File: config.mk
export PLATFORM = sky130hd
export DESIGN_NAME = vector_register_file
export DESIGN_NICKNAME = d
export VERILOG_FILES = /design/src/rtl/gpu_core_pkg.sv /design/src/rtl/lane_reg_bank.sv /design/src/rtl/vector_register_file.sv
export SDC_FILE = /design/constraint.sdc
export NUM_CORES = 2
export LEC_CHECK = 0
export CAP_MARGIN = 20
export CORE_ASPECT_RATIO = 1.2
export CORE_MARGIN = 4
export CORE_UTILIZATION = 32
export CTS_BUF_LIST = sky130_fd_sc_hd__clkbuf_8
export DETAILED_ROUTE_END_ITERATION = 6
export PLACE_DENSITY_LB_ADDON = 0.3
export SLEW_MARGIN = 20
export SYNTH_ARGS = -nofsm -noshare
export SYNTH_HDL_FRONTEND = slang
export SYNTH_HIERARCHICAL = 1
export SYNTH_SLANG_ARGS = --single-unit
File: constraint.sdc
create_clock -name clk -period 5.6 [get_ports clk]
set_input_delay 1.4 -clock clk [delete_from_list [all_inputs] [get_ports clk]]
set_output_delay 1.4 -clock clk [all_outputs]
set_load 0.05 [all_outputs]
File: src/rtl/gpu_core_pkg.sv
// ============================================================================
// gpu_core_pkg : core scheduler state and register-input mux encodings
// Rev 1.0
// ============================================================================
`default_nettype none

package gpu_core_pkg;

  typedef enum logic [2:0] {
    CORE_IDLE    = 3'd0,
    CORE_FETCH   = 3'd1,
    CORE_DECODE  = 3'd2,
    CORE_REQUEST = 3'd3,
    CORE_WAIT    = 3'd4,
    CORE_EXECUTE = 3'd5,
    CORE_UPDATE  = 3'd6,
    CORE_DONE    = 3'd7
  } core_state_e;

  typedef enum logic [1:0] {
    REG_MUX_ALU   = 2'b00,
    REG_MUX_MEM   = 2'b01,
    REG_MUX_CONST = 2'b10,
    REG_MUX_RSVD  = 2'b11
  } reg_mux_e;

  // Special registers, as distance below NUM_REGS
  localparam int SPECIAL_COUNT      = 3;
  localparam int SPEC_OFS_BLOCK_IDX = 3;
  localparam int SPEC_OFS_BLOCK_DIM = 2;
  localparam int SPEC_OFS_THREAD_ID = 1;

endpackage

`default_nettype wire

File: src/rtl/lane_reg_bank.sv
// ============================================================================
// lane_reg_bank : one lane's GPR storage with two registered read ports
// Rev 1.0
// ============================================================================
`default_nettype none

module lane_reg_bank #(
  parameter int DATA_W   = 8,
  parameter int NUM_REGS = 16,
  parameter int ADDR_W   = 4
) (
  input  logic              clk,
  input  logic              reset,
  input  logic              wr_en,
  input  logic [ADDR_W-1:0] wr_addr,
  input  logic [DATA_W-1:0] wr_data,
  input  logic              cap_en,
  input  logic [ADDR_W-1:0] rs_addr,
  input  logic [ADDR_W-1:0] rt_addr,
  input  logic              rs_special,
  input  logic [DATA_W-1:0] rs_special_val,
  input  logic              rt_special,
  input  logic [DATA_W-1:0] rt_special_val,
  output logic [DATA_W-1:0] rs_data,
  output logic [DATA_W-1:0] rt_data
);

  // Special slots exist in the array but are never written, so they stay zero
  logic [DATA_W-1:0] regs_q [NUM_REGS];
  logic [DATA_W-1:0] regs_d [NUM_REGS];
  logic [DATA_W-1:0] rs_q, rs_d, rt_q, rt_d;

  always_comb begin
    regs_d = regs_q;
    rs_d   = rs_q;
    rt_d   = rt_q;
    if (wr_en) begin
      regs_d[wr_addr] = wr_data;
    end
    if (cap_en) begin
      rs_d = rs_special ? rs_special_val : regs_q[rs_addr];
      rt_d = rt_special ? rt_special_val : regs_q[rt_addr];
    end
  end

  always_ff @(posedge clk or posedge reset) begin
    if (reset) begin
      for (int r = 0; r < NUM_REGS; r++) begin
        regs_q[r] <= '0;
      end
      rs_q <= '0;
      rt_q <= '0;
    end else begin
      regs_q <= regs_d;
      rs_q   <= rs_d;
      rt_q   <= rt_d;
    end
  end

  assign rs_data = rs_q;
  assign rt_data = rt_q;

endmodule

`default_nettype wire

File: src/rtl/vector_register_file.sv
// ============================================================================
// vector_register_file : per-core multi-lane register file with specials,
//                        masked write-back and load scoreboard
// Rev 1.0
// ============================================================================
`default_nettype none

module vector_register_file
  import gpu_core_pkg::*;
#(
  parameter int THREADS  = 4,
  parameter int DATA_W   = 8,
  parameter int NUM_REGS = 16,
  localparam int ADDR_W  = $clog2(NUM_REGS)
) (
  input  logic                      clk,
  input  logic                      reset,
  input  logic                      enable,
  input  logic [2:0]                core_state,
  input  logic [THREADS-1:0]        thread_mask,
  input  logic [ADDR_W-1:0]         rd_addr,
  input  logic [ADDR_W-1:0]         rs_addr,
  input  logic [ADDR_W-1:0]         rt_addr,
  input  logic                      reg_write_enable,
  input  logic [1:0]                reg_input_mux,
  input  logic [THREADS*DATA_W-1:0] alu_out,
  input  logic [THREADS*DATA_W-1:0] lsu_out,
  input  logic [DATA_W-1:0]         immediate,
  input  logic [DATA_W-1:0]         block_id,
  input  logic [DATA_W-1:0]         threads_per_block,
  input  logic [DATA_W-1:0]         thread_base,
  output logic [THREADS*DATA_W-1:0] rs_data,
  output logic [THREADS*DATA_W-1:0] rt_data,
  output logic                      hazard
);

  localparam logic [ADDR_W-1:0] ADDR_BLOCK_IDX = ADDR_W'(NUM_REGS - SPEC_OFS_BLOCK_IDX);
  localparam logic [ADDR_W-1:0] ADDR_BLOCK_DIM = ADDR_W'(NUM_REGS - SPEC_OFS_BLOCK_DIM);

  logic                is_request, is_update, rd_is_gpr, is_load, lane_wr_any;
  logic                rs_special, rt_special;
  logic [NUM_REGS-1:0] pending_q, pending_d;
  logic                hazard_q, hazard_d;

  function automatic logic [DATA_W-1:0] special_value(
    input logic [ADDR_W-1:0] addr,
    input logic [DATA_W-1:0] tid
  );
    if (addr == ADDR_BLOCK_IDX)      return block_id;
    else if (addr == ADDR_BLOCK_DIM) return threads_per_block;
    else                             return tid;
  endfunction

  always_comb begin
    is_request  = enable && (core_state == CORE_REQUEST);
    is_update   = enable && (core_state == CORE_UPDATE);
    rd_is_gpr   = rd_addr < ADDR_BLOCK_IDX;
    rs_special  = rs_addr >= ADDR_BLOCK_IDX;
    rt_special  = rt_addr >= ADDR_BLOCK_IDX;
    is_load     = reg_write_enable && (reg_input_mux == REG_MUX_MEM) && rd_is_gpr;
    lane_wr_any = is_update && reg_write_enable && rd_is_gpr &&
                  (reg_input_mux != REG_MUX_RSVD);

    // Hazard samples the scoreboard before this request's own load is recorded
    pending_d = pending_q;
    hazard_d  = hazard_q;
    if (is_request) begin
      hazard_d = pending_q[rs_addr] | pending_q[rt_addr];
      if (is_load) begin
        pending_d[rd_addr] = 1'b1;
      end
    end else if (is_update && is_load) begin
      pending_d[rd_addr] = 1'b0;
    end
  end

  always_ff @(posedge clk or posedge reset) begin
    if (reset) begin
      pending_q <= '0;
      hazard_q  <= 1'b0;
    end else begin
      pending_q <= pending_d;
      hazard_q  <= hazard_d;
    end
  end

  assign hazard = hazard_q;

  for (genvar i = 0; i < THREADS; i++) begin : g_lane
    logic [DATA_W-1:0] tid;
    logic [DATA_W-1:0] lane_wr_data;
    logic [DATA_W-1:0] rs_sval, rt_sval;

    assign tid = thread_base + DATA_W'(i);

    always_comb begin
      rs_sval = special_value(rs_addr, tid);
      rt_sval = special_value(rt_addr, tid);
      case (reg_input_mux)
        REG_MUX_MEM:   lane_wr_data = lsu_out[i*DATA_W +: DATA_W];
        REG_MUX_CONST: lane_wr_data = immediate;
        default:       lane_wr_data = alu_out[i*DATA_W +: DATA_W];
      endcase
    end

    lane_reg_bank #(
      .DATA_W   (DATA_W),
      .NUM_REGS (NUM_REGS),
      .ADDR_W   (ADDR_W)
    ) u_bank (
      .clk            (clk),
      .reset          (reset),
      .wr_en          (lane_wr_any && thread_mask[i]),
      .wr_addr        (rd_addr),
      .wr_data        (lane_wr_data),
      .cap_en         (is_request),
      .rs_addr        (rs_addr),
      .rt_addr        (rt_addr),
      .rs_special     (rs_special),
      .rs_special_val (rs_sval),
      .rt_special     (rt_special),
      .rt_special_val (rt_sval),
      .rs_data        (rs_data[i*DATA_W +: DATA_W]),
      .rt_data        (rt_data[i*DATA_W +: DATA_W])
    );
  end

endmodule

`default_nettype wire

# After elaboration in Yosys (flattened, before gate mapping)
# Index checks and enable logic that the tools add are counted.
[totals]
reg_bits = 593
in_bits = 121
out_inout_bits = 65
word_cells = 188
[op_classes]
addsub = 3
n_mux = 67
n_eq_ne = 10
bitwise = 7
n_lt_le_gt_ge = 11
reduce_logical = 16
[op_table]
columns = ["op", "n"]
rows = [
  ["bitwise mux 128 bit", 4],
  ["2-to-1 mux 8 bit", 41],
  ["binary-select mux 8 bit (select 4 bit)", 8],
  ["one-hot mux 8 bit (2 select lines)", 4],
  ["2-to-1 mux 16 bit", 3],
  ["demux 8 bit (select 4 bit)", 1],
  ["adder 8 x 2 -> 8 bit (second input constant)", 2],
  ["AND 16 bit", 1],
  ["== test 4 bit (second input constant)", 4],
  ["inverter 16 bit", 1],
  ["OR 16 bit", 1],
  [">= comparator 5 bit (second input constant)", 3],
  ["< comparator 4 x 5 -> 1 bit (second input constant)", 3],
  ["inverter 4 -> 5 bit", 3],
  ["logical AND 1 bit", 14],
  ["adder 8 x 1 -> 8 bit (second input constant)", 1],
  ["binary-select mux 1 bit (select 4 bit)", 2],
  [">= comparator 4 bit (second input constant)", 2],
  ["< comparator 5 x 1 -> 1 bit (second input constant)", 1],
  ["demux 1 bit (select 4 bit)", 1],
  [">= comparator 4 x 1 -> 1 bit (second input constant)", 1],
  ["< comparator 4 bit (second input constant)", 1],
  ["inequality test 2 bit (second input constant)", 2],
  ["== test 3 x 2 -> 1 bit (second input constant)", 1],
  ["other kinds (7)", 9],
]

# Longest topological paths before layout
[depth]
ltp_word = 8
mapped_depth = 10
mapped_depth_nobuf = 10

# Hierarchy
# The synthesis kept the hierarchy.
[by_module_without_submodules]
columns = ["module", "area_per_inst_um2", "seq_area_each_um2", "instances", "cells_each"]
rows = [
  ["lane_reg_bank", 7708.6, 3603.5, 4, 535],
  ["vector_register_file", 2956.6, 425.4, 1, 449],
]

# Worst setup path before layout
# OpenSTA, ideal clock, no wires.
[synth_timing]
kind = "input to register"
start = "in rd_addr[0]"
end = "reg g_lane[0].u_bank/regs_q[16] (netlist name)"
t_arrival_ns = 3.377
n_path_buf = 1
setup_ns = 0.125
setup_slack_ns = 2.099
t_required_ns = 5.475
cell_stages = 9
path_cell_list = "clkbuf_1 -> nor2_1 -> o2111ai_1 -> nor4b_1 -> and2_1 -> nor2b_1 -> nand2_1 -> nor2_2 -> mux2_2"
[synth_between]
elab_chain_cells = 6
word_cells_on_any_way = 11
cone_classes = "order compare (3); mux (3); bitwise (1); reduce/logical (4)"
[synth_rtl]
columns = ["item", "line_no", "text"]
rows = [
  ["start: declaration", "vector_register_file.sv:21", "input logic [ADDR_W-1:0] rd_addr,"],
  ["inverter 4 -> 5 bit (implied by the code)", "lane_reg_bank.sv:38", "regs_d[wr_addr] = wr_data;"],
  [">= comparator 5 bit (implied by the code) or < comparator 5 x 1 -> 1 bit (tied branches)", "lane_reg_bank.sv:38", ""],
  ["logical AND 1 bit (implied by the code)", "lane_reg_bank.sv:38", ""],
  ["2-to-1 mux 8 bit (implied by the code)", "lane_reg_bank.sv:38", ""],
  ["demux 8 bit (select 4 bit)", "lane_reg_bank.sv:38", ""],
  ["bitwise mux 128 bit", "lane_reg_bank.sv:38", ""],
  ["end signal: assignment", "lane_reg_bank.sv:54", "regs_q <= regs_d;"],
  ["end: declaration", "lane_reg_bank.sv:29", "logic [DATA_W-1:0] regs_q [NUM_REGS];"],
]
# Parallel ways exist; a longest one is shown, timed or not.
# A chain may end at the register's enable or synchronous reset.

# Final worst setup path
[layout_timing]
start = "in rd_addr[1]"
end = "reg g_lane[3].u_bank/regs_q[50] (netlist name)"
[layout_between]
elab_chain_cells = 6
word_cells_on_any_way = 11
cone_classes = "order compare (3); mux (3); bitwise (1); reduce/logical (4)"
[layout_rtl]
columns = ["item", "line_no"]
rows = [
  ["inverter 4 -> 5 bit (implied by the code)", "lane_reg_bank.sv:38"],
  [">= comparator 5 bit (implied by the code) or < comparator 5 x 1 -> 1 bit (tied branches)", "lane_reg_bank.sv:38"],
  ["logical AND 1 bit (implied by the code)", "lane_reg_bank.sv:38"],
  ["2-to-1 mux 8 bit (implied by the code)", "lane_reg_bank.sv:38"],
  ["demux 8 bit (select 4 bit)", "lane_reg_bank.sv:38"],
  ["bitwise mux 128 bit", "lane_reg_bank.sv:38"],
  ["end signal: assignment", "lane_reg_bank.sv:54"],
  ["end: declaration", "lane_reg_bank.sv:29"],
]
# Parallel ways exist; a longest one is shown, timed or not.

==> impl_metrics.py <==
metrics = {
    "run_status": {
        "outcome": "finished, final reports clean",
    },
    "timing": {
        "maxSlewHeadroom": 0.314,
        "period_needed_ns": 3.98,
        "rsz0062_at_grt": "false",
        "setup_viol": 0,
        "hold_viol": 0,
        "min_period_over_period": 0.711,
        "tightest_slew_ns": 1.03,
        "fmax_mhz": 251,
        "skew_ns": 0.0433,
        "setup_tns_ns": 0,
        "finalMaxSlewViolations": 0,
    },
    "clock_tree": {
        "htreeDepth": 3,
        "cts_root_buffer": "clkbuf_8",
        "cts_resized": 0,
        "postCtsHoldBufs": 0,
        "cts_buffers": 95,
        "clock_path_buffers": 3,
        "cts_setup_buffers": 0,
        "clock-sinks": 593,
        "insertion_delay_ns": 0.73,
        "cts_tree": "yes",
        "path_clk_slew_ns": 0.06,
    },
    "routing": {
        "drc_errors": 0,
        "via_per_inst": 5.56,
        "first_pass_iters": 5,
        "drtIter0Drc": 2033,
        "routed_wl_mm": 113,
        "avgRoutedWirePerCell_um": 26.7,
        "antenna_left": 0,
        "vias": 23459,
    },
    "worst_hold_path": {
        "hold_path.class": "reg -> reg",
    },
    "flow_run": {
        "maxCapViolCount": 0,
    },
    "worst_setup_path": {
        "worstPathRequired_ns": 6.18,
        "critPathCaptureType": "register",
        "path_class": "in -> reg",
        "startpoint_type": "input pin",
        "cp.arrival_ns": 4.56,
        "critPathMaxFanout": 8,
    },
    "synthesis": {
        "synth_area_per_cell_um2": 13.1,
        "synth-main-ff-cell": "dfrtp_1",
        "synth.largest_area_cell": "dfrtp_1",
        "synth_fp_nets": 2718,
        "synth_cells": 2589,
        "synth_cell_types": 57,
        "synth-edff-count": 0,
        "netlist.area_leader.share": 0.439,
        "yosys-top-cells-area": "dfrtp_1 (44%), mux2_2 (18%), mux4_2 (12%), mux2i_1 (4.1%), mux4_1 (3.4%)",
        "synth_seq_cells": 593,
        "yosys_warnings": 6,
        "synth_area_mm2": 0.0338,
        "synth-async-reset-ratio": 1.00,
        "yosysSeqAreaShare": 0.439,
    },
    "power": {
        "power_frac_clock": 0.389,
        "pwr-share-comb": 0.171,
        "switching_power_mw": 3.22,
        "power_frac_seq": 0.440,
        "swShare": 0.306,
        "power_density_mw_per_mm2": 270,
        "p_int_mw": 7.30,
        "ir_drop_uv": 151,
        "p_leak_nw": 17.5,
    },
    "die": {
        "core_mm2": 0.105,
        "start_util": 0.323,
        "die_h_um": 364,
        "io_pins": 186,
        "die_w_um": 305,
        "floorplan.rows": 130,
        "die_area_mm2": 0.111,
    },
    "cells_and_area": {
        "drive_above_1_share": 0.363,
        "finalInstanceArea_mm2": 0.0390,
        "fillers": 10153,
        "regArea_mm2": 0.0148,
        "mostFrequentLayoutCells": "dfrtp_1 (593), mux2_2 (542), nand2_1 (192)",
        "multi_input_area_mm2": 0.0177,
        "syn_to_final_growth_pct": 15.4,
        "final_common_cell": "dfrtp_1",
        "nets": 2879,
    },
    "global_route": {
        "grt_pass1_vias": 23744,
        "grt_overflow_total": 0,
        "groute.usage.overall": 0.200,
        "antenna_found_initial": 13,
        "grt_max_degree": 111,
        "grt_pass1_wl_mm": 167,
    },
    "placed_design": {
        "port_buffers": 185,
        "place_area_mm2": 0.0369,
        "place.gp.congestion": 0.921,
        "dp_hpwl_mm": 78.2,
    },
}
-- through the flow --
| step | setup slack, ns | hold slack [ns] | utilization | cells | total power [mW] |
|---|---|---|---|---|---|
| floorplan | 0.334 | 0.437 | - | 2589 | 5.69 |
| global placement | 0.967 | 0.387 | 0.352 | 4039 | 6.50 |
| detailed placement | 0.948 | 0.385 | 0.352 | 4039 | 6.50 |
| CTS | 1.70 | 0.398 | 0.372 | 4215 | 10.6 |
| global route | 1.57 | 0.413 | 0.372 | 4218 | 10.9 |
| finish | 1.62 | 0.403 | 0.372 | 4219 | 10.5 |
-- state kept, by name (all words and copies together) (netlist names), named ones only --
register               cells
g_lane.u_bank/regs_q     512
g_lane.u_bank/rs_data     32
g_lane.u_bank/rt_data     32
hazard                     1
-- logic make-up (layout without fill, tap and decap cells) --
family                   Yosys count  count (layout)  share of synthesized area
buffers and inverters            215             455                     0.0378
adder cells (fa/ha/maj)            8               8                    0.00296
multiplexers                     929             929                      0.386
other                              0               4                          0
flip-flops                       593             593                      0.439
XOR/XNOR                          11              11                    0.00285
AO/OA/AOI/OAI                    381             381                     0.0634
AND/OR/NAND/NOR                  452             452                     0.0676
-- power by group through the flow --
stage	registers, mW	logic [mW]	clock network [mW]
2_1_floorplan	4.95	0.744	0
3_3_place_gp	4.70	1.80	0
3_5_place_dp	4.70	1.80	0
4_1_cts	4.63	1.81	4.20
5_1_grt	4.64	1.91	4.37
6_report	4.63	1.80	4.09
-- Yosys cell counts (5+ instances only) --
master and n:
nand3b_1 8, clkbuf_1 100, nand2_1 192, o21a_1 5
nor3_2 12, inv_1 10, a221oi_1 32, or3_1 17
nor2_1 78, nor2_2 24, buf_1 6, nand3_1 16
o21ai_1 17, a21oi_1 126, mux2_1 16, o211ai_1 32
nand4b_1 6, mux4_1 44, nand4_1 5, buf_6 17
nor2b_1 12, mux4_2 187, xnor2_1 8, mux2i_1 140
buf_2 44, ha_1 8, dfrtp_1 593, mux2_2 542
o21ai_0 163, and2_1 21, nand2b_1 12, nor3_1 22
buf_4 12, clkbuf_8 8
-- per-layer routing --
metal / GRT usage / share of wire / wire length [um] / vias up
met5: 0 / 0.00043 / 48 / -
met4: 0.0676 / 0.032 / 3590 / 8
met3: 0.0313 / 0.061 / 6820 / 145
met2: 0.325 / 0.47 / 53100 / 845
met1: 0.274 / 0.44 / 49000 / 12286
li1: - / - / - / 10175
-- area by class of cell --
type,count,area share
clock buffers,126,0.0445
diodes,4,0.000257
flip-flops and latches,593,0.380
inverters,10,0.00148
well taps,1386,0.0445
repair buffers,269,0.0658
multi-input cells,1781,0.454
clock inverters,50,0.00930
-- critical path, cell delays in order --
cell             delay [ns]
clkdlybuf4s50_1        0.48
nor2_1                 0.45
o2111ai_1              0.22
nor4b_2                0.30
buf_4                  0.22
and2_1                 0.26
nor2b_1                0.24
nand2_1                0.12
nor2_2                 0.47
mux2_2                 0.39
-- worst paths after layout --
| path | from | endpoint | slack (ns) | depth (start not counted) |
|---|---|---|---|---|
| min in group asynchronous | reset | g_lane[1].u_bank/rt_data[1] | 1.59 | 2 |
| worst min-delay path | register | register | 0.40 | 0 |
| worst max-delay path | rd_addr[1] | g_lane[3].u_bank/regs_q[50] | 1.62 | 10 |
| worst max register to register | g_lane[2].u_bank/regs_q[14] | g_lane[2].u_bank/rt_data[6] | 3.79 | 4 |
| worst min register to register | register | register | 0.40 | 0 |
| max in group asynchronous | reset | g_lane[3].u_bank/regs_q[42] | 3.01 | 3 |
Power figures use the tool's default switching activity.
